--- config.mk ---
export PLATFORM = sky130hd
export DESIGN_NAME = run_launcher_flat
export DESIGN_NICKNAME = d
export VERILOG_FILES = /design/src/rtl/run_launcher_pkg.sv /design/src/rtl/run_launcher_if.sv /design/src/rtl/run_launcher.sv /design/src/flat_wrapper.sv
export SDC_FILE = /design/constraint.sdc
export NUM_CORES = 1
export LEC_CHECK = 0
export ABC_AREA = 1
export CELL_PAD_IN_SITES_DETAIL_PLACEMENT = 1
export CELL_PAD_IN_SITES_GLOBAL_PLACEMENT = 1
export CORE_ASPECT_RATIO = 0.6
export CORE_MARGIN = 2
export CORE_UTILIZATION = 35
export CTS_BUF_LIST = sky130_fd_sc_hd__clkbuf_4
export DETAILED_ROUTE_END_ITERATION = 16
export PLACE_DENSITY = 0.71
export SLEW_MARGIN = 20
export SYNTH_ARGS = -nofsm -noshare
export SYNTH_HDL_FRONTEND = slang
export SYNTH_SLANG_ARGS = --single-unit
--- constraint.sdc ---
create_clock -name clk -period 1.8 [get_ports clk]
set_clock_uncertainty 0.05 [all_clocks]
set_input_delay 0.27 -clock clk [delete_from_list [all_inputs] [get_ports clk]]
set_output_delay 0.27 -clock clk [all_outputs]
set_load 0.01 [all_outputs]
--- src/rtl/run_launcher_pkg.sv ---
// Shared types and default widths for the run launcher.
//   state_e    : launcher FSM states
//   CYC_W_DEF  : default cycle counter / resp_cycles width
//   PROG_W_DEF : default program select width
package run_launcher_pkg;

  localparam int unsigned CYC_W_DEF  = 16;
  localparam int unsigned PROG_W_DEF = 2;

  typedef enum logic [1:0] {
    IDLE,
    HOLD,
    RUN,
    REPORT
  } state_e;

endpackage

--- src/rtl/run_launcher_if.sv ---
// Host-side request/response handshake of the run launcher.
//   req_valid/req_ready/req_prog           : run request (host -> launcher)
//   resp_valid/resp_ready/resp_cycles/
//   resp_timeout                           : run result (launcher -> host)
// master = host / bench, slave = launcher.
interface run_launcher_if
  import run_launcher_pkg::*;
#(
  parameter int unsigned CYC_W  = CYC_W_DEF,
  parameter int unsigned PROG_W = PROG_W_DEF
);

  logic              req_valid;
  logic              req_ready;
  logic [PROG_W-1:0] req_prog;
  logic              resp_valid;
  logic              resp_ready;
  logic [CYC_W-1:0]  resp_cycles;
  logic              resp_timeout;

  modport master (
    output req_valid, req_prog, resp_ready,
    input  req_ready, resp_valid, resp_cycles, resp_timeout
  );

  modport slave (
    input  req_valid, req_prog, resp_ready,
    output req_ready, resp_valid, resp_cycles, resp_timeout
  );

endinterface

--- src/rtl/run_launcher.sv ---
// Initiator side of the controller run/done handshake.
// Accepts a run request, holds the controller in reset for RST_CYCLES
// cycles, releases it, counts cycles until core_done or TIMEOUT, and
// reports the run length on a valid/ready response.
// Ports:
//   clk, reset  : clock, asynchronous active-low reset
//   host        : run_launcher_if.slave request/response handshake
//   core_reset  : active-high reset to the controller
//   core_prog   : latched program select to the controller
//   core_done   : controller done level
//   stat_runs, stat_timeouts : saturating run statistics, present only
//                 when RUN_LAUNCHER_STATS_EN is defined
// All outputs are registered.
module run_launcher
  import run_launcher_pkg::*;
#(
  parameter int unsigned CYC_W      = CYC_W_DEF,
  parameter int unsigned PROG_W     = PROG_W_DEF,
  parameter int unsigned RST_CYCLES = 2,
  parameter int unsigned TIMEOUT    = 1000
) (
  input  logic              clk,
  input  logic              reset,
  run_launcher_if.slave     host,
  output logic              core_reset,
  output logic [PROG_W-1:0] core_prog,
  input  logic              core_done
`ifdef RUN_LAUNCHER_STATS_EN
  ,
  output logic [CYC_W-1:0]  stat_runs,
  output logic [CYC_W-1:0]  stat_timeouts
`endif
);

  localparam logic [CYC_W-1:0] CNT_ONE   = CYC_W'(1);
  localparam logic [CYC_W-1:0] HOLD_LAST = CYC_W'(RST_CYCLES - 1);
  localparam logic [CYC_W-1:0] TIMEOUT_C = CYC_W'(TIMEOUT);

  state_e            state_q, state_d;
  logic [CYC_W-1:0]  cnt_q, cnt_d;
  logic [PROG_W-1:0] prog_d;
  logic [CYC_W-1:0]  resp_cycles_d;
  logic              resp_timeout_d;
  logic              req_ready_d;
  logic              core_reset_d;
  logic              resp_valid_d;

  // State, counter and registered outputs
  always_ff @(posedge clk or negedge reset) begin
    if (!reset) begin
      state_q           <= IDLE;
      cnt_q             <= '0;
      core_prog         <= '0;
      core_reset        <= 1'b1;
      host.req_ready    <= 1'b0;
      host.resp_valid   <= 1'b0;
      host.resp_cycles  <= '0;
      host.resp_timeout <= 1'b0;
    end else begin
      state_q           <= state_d;
      cnt_q             <= cnt_d;
      core_prog         <= prog_d;
      core_reset        <= core_reset_d;
      host.req_ready    <= req_ready_d;
      host.resp_valid   <= resp_valid_d;
      host.resp_cycles  <= resp_cycles_d;
      host.resp_timeout <= resp_timeout_d;
    end
  end

  // Next state, counter and output values
  always_comb begin
    state_d        = state_q;
    cnt_d          = cnt_q;
    prog_d         = core_prog;
    resp_cycles_d  = host.resp_cycles;
    resp_timeout_d = host.resp_timeout;

    case (state_q)
      IDLE: begin
        // req_ready is low in the first cycle after reset release
        if (host.req_valid && host.req_ready) begin
          prog_d  = host.req_prog;
          cnt_d   = '0;
          state_d = HOLD;
        end
      end
      HOLD: begin
        // cnt counts hold cycles; core_done is ignored here
        if (cnt_q == HOLD_LAST) begin
          cnt_d   = CNT_ONE;
          state_d = RUN;
        end else begin
          cnt_d = cnt_q + CNT_ONE;
        end
      end
      RUN: begin
        // done takes priority over a coincident timeout
        if (core_done) begin
          resp_cycles_d  = cnt_q;
          resp_timeout_d = 1'b0;
          state_d        = REPORT;
        end else if (cnt_q == TIMEOUT_C) begin
          resp_cycles_d  = TIMEOUT_C;
          resp_timeout_d = 1'b1;
          state_d        = REPORT;
        end else begin
          cnt_d = cnt_q + CNT_ONE;
        end
      end
      REPORT: begin
        if (host.resp_ready) begin
          state_d = IDLE;
        end
      end
      default: begin
        state_d = IDLE;
      end
    endcase

    // Outputs are registered from the next state so they align with it
    req_ready_d  = (state_d == IDLE);
    core_reset_d = (state_d != RUN);
    resp_valid_d = (state_d == REPORT);
  end

`ifdef RUN_LAUNCHER_STATS_EN
  logic resp_hs;

  assign resp_hs = (state_q == REPORT) && host.resp_ready;

  // Saturating run / timeout counters, cleared only by reset
  always_ff @(posedge clk or negedge reset) begin
    if (!reset) begin
      stat_runs     <= '0;
      stat_timeouts <= '0;
    end else if (resp_hs) begin
      if (stat_runs != '1) begin
        stat_runs <= stat_runs + CNT_ONE;
      end
      if (host.resp_timeout && (stat_timeouts != '1)) begin
        stat_timeouts <= stat_timeouts + CNT_ONE;
      end
    end
  end
`else
  // Statistics counters are not built in this configuration.
`endif

endmodule

--- src/flat_wrapper.sv ---
// flat-port wrapper written by rule: the top's interface ports become plain ports
module run_launcher_flat import run_launcher_pkg::*;
#(
  parameter int unsigned CYC_W      = CYC_W_DEF,
  parameter int unsigned PROG_W     = PROG_W_DEF,
  parameter int unsigned RST_CYCLES = 2,
  parameter int unsigned TIMEOUT    = 1000
)
  (clk, reset, core_reset, core_prog, core_done, host_req_valid, host_req_prog, host_resp_ready, host_req_ready, host_resp_valid, host_resp_cycles, host_resp_timeout);
  run_launcher_if #(.CYC_W(CYC_W), .PROG_W(PROG_W)) host_i ();
  input  logic clk;
  input  logic reset;
  output logic core_reset;
  output logic [PROG_W-1:0] core_prog;
  input  logic core_done;
  input wire logic [$bits(host_i.req_valid)-1:0] host_req_valid;
  input wire logic [$bits(host_i.req_prog)-1:0] host_req_prog;
  input wire logic [$bits(host_i.resp_ready)-1:0] host_resp_ready;
  output wire logic [$bits(host_i.req_ready)-1:0] host_req_ready;
  output wire logic [$bits(host_i.resp_valid)-1:0] host_resp_valid;
  output wire logic [$bits(host_i.resp_cycles)-1:0] host_resp_cycles;
  output wire logic [$bits(host_i.resp_timeout)-1:0] host_resp_timeout;
  assign host_i.req_valid = host_req_valid;
  assign host_i.req_prog = host_req_prog;
  assign host_i.resp_ready = host_resp_ready;
  assign host_req_ready = host_i.req_ready;
  assign host_resp_valid = host_i.resp_valid;
  assign host_resp_cycles = host_i.resp_cycles;
  assign host_resp_timeout = host_i.resp_timeout;
  run_launcher #(.CYC_W(CYC_W), .PROG_W(PROG_W), .RST_CYCLES(RST_CYCLES), .TIMEOUT(TIMEOUT)) u_core (.clk(clk), .reset(reset), .host(host_i), .core_reset(core_reset), .core_prog(core_prog), .core_done(core_done));
endmodule
==> results of run 1 <==
## where the power goes
group	switching [mW]	internal, mW	total (mW)
clock	0.317	0.181	0.497
combinational	1.21	0.792	2.00
sequential	0.113	1.08	1.20
## registers in the layout, indices dropped and copies added, names as in the netlist
register / cells
u_core.host.resp_valid: 1
u_core.core_prog: 2
u_core.state_q: 2
u_core.host.resp_cycles: 16
u_core.host.req_ready: 1
u_core.host.resp_timeout: 1
u_core.core_reset: 1
u_core.cnt_q: 16
## worst paths after layout
| path | end | slack (ps) |
|---|---|---|
| min in group clk | u_core.core_prog[1]$_DFFE_PN0P_ | 440 |
| max in group asynchronous | u_core.state_q[1]$_DFF_PN0_ | 860 |
| worst max register to register | u_core.host.resp_valid$_DFF_PN0_ | 130 |
| worst max-delay path | u_core.host.resp_valid$_DFF_PN0_ | 130 |
| worst min register to register | u_core.host.resp_cycles[12]$_DFFE_PN0P_ | 470 |
| worst min-delay path | u_core.host.resp_cycles[5]$_DFFE_PN0P_ | 420 |
## cell families after synthesis
family	Yosys count
AO/OA/AOI/OAI	38
XOR/XNOR	9
adder cells (fa/ha/maj)	9
buffers and inverters	52
flip-flops	40
multiplexers	2
AND/OR/NAND/NOR	166
## routing by layer
metal,share of wire,vias to the layer above,global-route usage
li1,-,1106,-
met2,0.38,50,0.311
met1,0.55,1099,0.341
met5,0,-,0
met3,0.059,4,0.0498
met4,0.0062,0,0.0509
## layout by cell type (no fill, tap or decap), drive strengths merged
cell / synthesis / layout
a21oi: 12 / 12
buf: 10 / 25
clkinv: 0 / 1
dfstp: 1 / 1
xor2: 9 / 9
a31oi: 6 / 6
clkbuf: 1 / 7
mux2: 2 / 2
nor3: 1 / 1
dfrtp: 39 / 39
clkdlybuf4s50: 0 / 26
dlygate4sd3: 0 / 1
nor2: 41 / 41
ha: 9 / 9
nand3: 44 / 44
nand2: 75 / 75
inv: 41 / 41
dlymetal6s2s: 0 / 1
nand3b: 1 / 1
o21ai: 20 / 20
nand4: 4 / 4
## worst max-delay path, stage by stage, from the launching register on
cell and delay, ps:
dfrtp_1 480, inv_1 290, nand3_1 120, nor2_1 120, nand2_1 70, nand2_1 100
nand2_1 60, nand2_1 70, nand3_2 110, inv_2 80, nor2_1 30
## layout make-up
cell class,count,area (µm²)
Clock buffer,7,52.6
Clock inverter,1,3.75
Fill cell,832,3680
Inverter,41,159
Multi-Input combinational cell,224,1230
Sequential cell,40,1010
Tap cell,87,109
Timing Repair Buffer,53,468
## stage by stage
| step | hold slack [ps] | worst slack [ps] | instances |
|---|---|---|---|
| after floorplan | -75.6 | 88.4 | 316 |
| after global placement | 318 | 41.2 | 443 |
| after detailed placement | 328 | 10.2 | 443 |
| after CTS | 451 | 23.5 | 452 |
| after global routing | 453 | 2.44 | 453 |
| final | 423 | 131 | 453 |
## repair_timing
action                                 in CTS  in global routing
hold buffers                                1                  0
resized for setup                           1                 15
setup buffers                               0                  1
endpoints found under the hold margin      39                  0
pin swaps                                   0                  2
setup endpoints to repair                   3                 26
==> results_dict.tcl, run 1 <==
set metrics [dict create \
    vias_per_cell 4.99 \
    syn_inst 316 \
    clkSinkCount 40 \
    ys_seq_area_frac 0.412 \
    synth.area.top_cells "dfrtp_1 (40%), nand2_1 (11%), nand3_1 (7.6%)" \
    drc 0 \
    die-area_um2 7650 \
    max_freq_ghz 0.599 \
    end_kind "flip-flop" \
    drt_iter0_markers 139 \
    crit_type "flip-flop to flip-flop" \
    cts_inserted_buffers 5 \
    synth_area_per_cell_um2 7.69 \
    place_area_um2 2920 \
    required_ps 2030 \
    layout.nets 381 \
    tightest_slew_ps 549 \
    yosys-top-cells-count "nand2_1 (70), dfrtp_1 (39), inv_1 (37), nand3_1 (37), nor2_1 (37)" \
    routedWlPerCell_um 17.0 \
    synthMuxAreaShare 0.00927 \
    ios 29 \
    clk_latency_ps 370 \
    leakagePower_nw 1.46 \
    min_path_type "primary input to async pin" \
    powerDensity_nw_per_um2 1220 \
    synth_cell_types 29 \
    hold_violations 0 \
    syn_nets 332 \
    syn_area_um2 2430 \
    synth-main-ff-cell "dfrtp_1" \
    crit_fanout 6 \
    synth.most_common_cell "nand2_1" \
    synth_compound_gate_area_share 0.0875 \
    cap_violations 0 \
    async_flop_share 1.00 \
    synth_top_area_frac 0.402 \
    synth_top_area_cell "dfrtp_1" \
    synth-simple-area-share 0.318 \
    finalSetupViolations 0 \
    tritoncts "yes" \
    cts_buffer_depth 2 \
    hpwlAfterDp_um 6050 \
    post-route-min-period_ps 1670 \
    overflow 0 \
    status "finished clean" \
    start_util 0.362 \
    cts-root-buf "clkbuf_4" \
    rows 23 \
    cts.htree.levels 2 \
    core_area_um2 6710 \
    yosys_warnings 0 \
    slew_viol_final 0 \
    ys_ff_latch 40 \
    die_y_um 68.5 \
    synth_top_family_by_area "simple AND/OR/NAND/NOR gates" \
    rsz0062_at_grt "yes" \
    gp_congestion 0.849 \
    grt_max_degree 41 \
    yosys.area_share.xor_xnor 0.0324 \
    r2r_start "u_core.cnt_q[5]$_DFFE_PN0P_" \
    cp-startpoint "u_core.cnt_q[5]$_DFFE_PN0P_" \
    fp.dieW_um 112 \
    post-route-cell-area_um2 3030 \
    path_clk_slew_ps 130 \
    final_core_util 0.452 \
    grt_use_total 0.221 \
    area_growth_pct 24.6 \
    drive_gt1_frac 0.194 \
    vias 2259 \
    critical_path_arrival_ps 1900 \
    finalSetupTns_ps 0 \
    timing.final.crit_share 0.927 \
    grt_pass1_wl_um 12400 \
    num_antenna_cells 0 \
    wl_um 7710 \
    antenna_found_initial 0 \
    reg2reg_depth 10 \
    first_pass_iters 4 \
    grt_pass1_vias 2189 \
    numPortBuffers 28 \
    synth-adder-area-share 0.0463 \
    start_kind "flip-flop" \
    synth-edff-count 0 \
    design_power_total_mw 3.70 \
    antenna_violating_nets_post_route 0 \
    vdd_drop_max_v 0.000606 \
    relSlewSlack 0.634 \
]
Note: power is estimated with default switching activity, not from simulation.
==> inputs of run 2 (changes only) <==
CTS_CLUSTER_DIAMETER = 100   (was not set)
SLEW_MARGIN = not set   (was 20)
==> results of run 2 <==
Same layout as run 1: the final DEF is identical, and so are final timing and power.
==> inputs of run 3 (changes only) <==
GPL_TIMING_DRIVEN = 0   (was not set)
==> run 3 against run 2 <==
Against the previous run:
- core utilization grew 0.78 points
- routed wire length decreased by 0.99%
- non-clock buffer count is 3 higher
- largest power group unchanged
- via count is 3.5% higher
- sequential power hardly changed
==> results_dict.tcl, run 3 (same netlist as run 1, synthesis figures left out) <==
set metrics [dict create \
    status "finished clean" \
    grt_max_degree 22 \
    cp-startpoint "u_core.cnt_q[0]$_DFFE_PN0P_" \
    finalSetupViolations 0 \
    powerDensity_nw_per_um2 1250 \
    core_area_um2 6710 \
    grt_use_total 0.211 \
    largestRegisters "u_core.cnt_q x16, u_core.host.resp_cycles x16" \
    grt_pass1_wl_um 12200 \
    required_ps 2010 \
    rows 23 \
    wl_um 7630 \
    design_power_total_mw 3.87 \
    grt_pass1_vias 2272 \
    max_freq_ghz 0.557 \
    antenna_found_initial 0 \
    tightest_slew_ps 523 \
    first_pass_iters 4 \
    vias_per_cell 5.13 \
    hold_violations 0 \
    vdd_drop_max_v 0.000598 \
    rr_endpoint "u_core.cnt_q[6]$_DFFE_PN0P_" \
    drc 0 \
    gp_congestion 0.811 \
    vias 2339 \
    cp_top_family "simple AND/OR/NAND/NOR gates" \
    crit_buf_inv 2 \
    path_clk_slew_ps 160 \
    cp_num_cells 9 \
    cts_buffer_depth 2 \
    holdWs_ps 141 \
    post-route-cell-area_um2 3080 \
    hpwlAfterDp_um 5820 \
    die-area_um2 7650 \
    crit_type "flip-flop to flip-flop" \
    place_area_um2 2830 \
    path_cells "inv_4 -> ha_1 -> nand4_1 -> nor2_2 -> nand2_4 -> nand3_4 -> inv_4 -> nand3_1 -> o21ai_2" \
    clkSinkCount 40 \
    overflow 0 \
    crit_top_cell "inv_4" \
    start_util 0.362 \
    fill_cells 878 \
    mostFrequentLayoutCell "nand2_1" \
    drive_gt1_frac 0.209 \
    clk_latency_ps 370 \
    cts.htree.levels 2 \
    num_antenna_cells 0 \
    final_cell_mix "nand2_1 (70), nand3_1 (37), dfrtp_1 (37)" \
    cts_inserted_buffers 5 \
    end_kind "flip-flop" \
    max_stage_delay_ps 490 \
    relSlewSlack 0.651 \
    antenna_violating_nets_post_route 0 \
    leakagePower_nw 1.48 \
    cap_violations 0 \
    slew_viol_final 0 \
    crit_fanout 16 \
    area_growth_pct 26.8 \
    slowest_stage "dfrtp_2" \
    rsz0062_at_grt "yes" \
    drt_iter0_markers 122 \
    r2r_slack_ps 4 \
    critical_path_arrival_ps 2000 \
    timing.final.crit_share 0.998 \
    routedWlPerCell_um 16.7 \
    tritoncts "yes" \
    r2r_start "u_core.cnt_q[0]$_DFFE_PN0P_" \
    post-route-min-period_ps 1800 \
    die_y_um 68.5 \
    reg2reg_depth 9 \
    critPathCapture "u_core.cnt_q[6]$_DFFE_PN0P_" \
    min_path_type "primary input to flip-flop" \
    layout.nets 384 \
    cts-root-buf "clkbuf_4" \
    fp.dieW_um 112 \
    numPortBuffers 27 \
    start_kind "flip-flop" \
    ios 29 \
]
[run 3: cell types whose count changed in the layout (fill, tap and decap cells not counted), sizes merged]
cell and change:
clkdlybuf4s50 -1, buf +3, clkinvlp +1, clkbuf -1, clkinv +2, inv -1
[run 3: what timing repair did]
item,CTS,global route
cloned,0,1
setup endpoints to repair,37,39
hold buffers,1,0
hold endpoints to repair,18,0
gates resized for setup,6,19
pin swaps,2,5
setup buffers,11,6
[run 3: worst min path at each step]
stage	startpoint	end	slack [ps]	cells after the start
after floorplan	reset	u_core.cnt_q[0]$_DFFE_PN0P_	-80	0
after global placement	u_core.core_prog[0]$_DFFE_PN0P_	u_core.core_prog[0]$_DFFE_PN0P_	440	1
after detailed placement	reset	u_core.host.resp_cycles[5]$_DFFE_PN0P_	230	1
after CTS	core_done	u_core.host.resp_timeout$_DFFE_PN0P_	140	2
after global routing	core_done	u_core.host.resp_cycles[8]$_DFFE_PN0P_	150	2
final	core_done	u_core.host.resp_cycles[5]$_DFFE_PN0P_	140	2
[run 3: per-layer routing]
| layer | vias to the layer above | global-route usage | part of all wire |
|---|---|---|---|
| li1 | 1118 | - | - |
| met1 | 1169 | 0.315 | 0.53 |
| met2 | 48 | 0.325 | 0.41 |
| met3 | 4 | 0.0358 | 0.049 |
| met4 | 0 | 0.0417 | 0.0050 |
| met5 | - | 0 | 0 |
[run 3: area by class of cell]
| type | instances | area (µm²) | area share |
|---|---|---|---|
| timing repair buffer | 47 | 445 | 0.145 |
| clock buffer | 5 | 37.5 | 0.0122 |
| tap | 87 | 109 | 0.0353 |
| inverter | 41 | 165 | 0.0536 |
| clock inverter | 3 | 18.8 | 0.00609 |
| buffer | 9 | 56.3 | 0.0183 |
| multi-input combinational | 224 | 1240 | 0.404 |
| sequential | 40 | 1000 | 0.326 |
[run 3: per-stage QoR]
step	std cells	utilization	setup TNS [ps]	setup WS, ps
detailed placement	431	0.422	-5820	-236
floorplan	316	-	0	88.4
finish	456	0.459	0	3.89
global route	456	0.459	-449	-43.8
CTS	450	0.444	0	8.18
global placement	430	0.419	-32900	-727
[run 3: worst register-to-register path, delay by kind of cell, from the launching register on]
kind | cells | cell delay [ps]
buffers and inverters | 2 | 200
adders and majority gates | 1 | 150
and+or+nand+nor | 5 | 730
AOI/OAI and AO/OA | 1 | 60
DFF | 1 | 490
[run 3: where the power goes]
part           internal [mW]  leakage (nW)  switching [mW]
combinational          0.867         0.921            1.30
sequential              1.08         0.522           0.129
clock                  0.151        0.0349           0.335
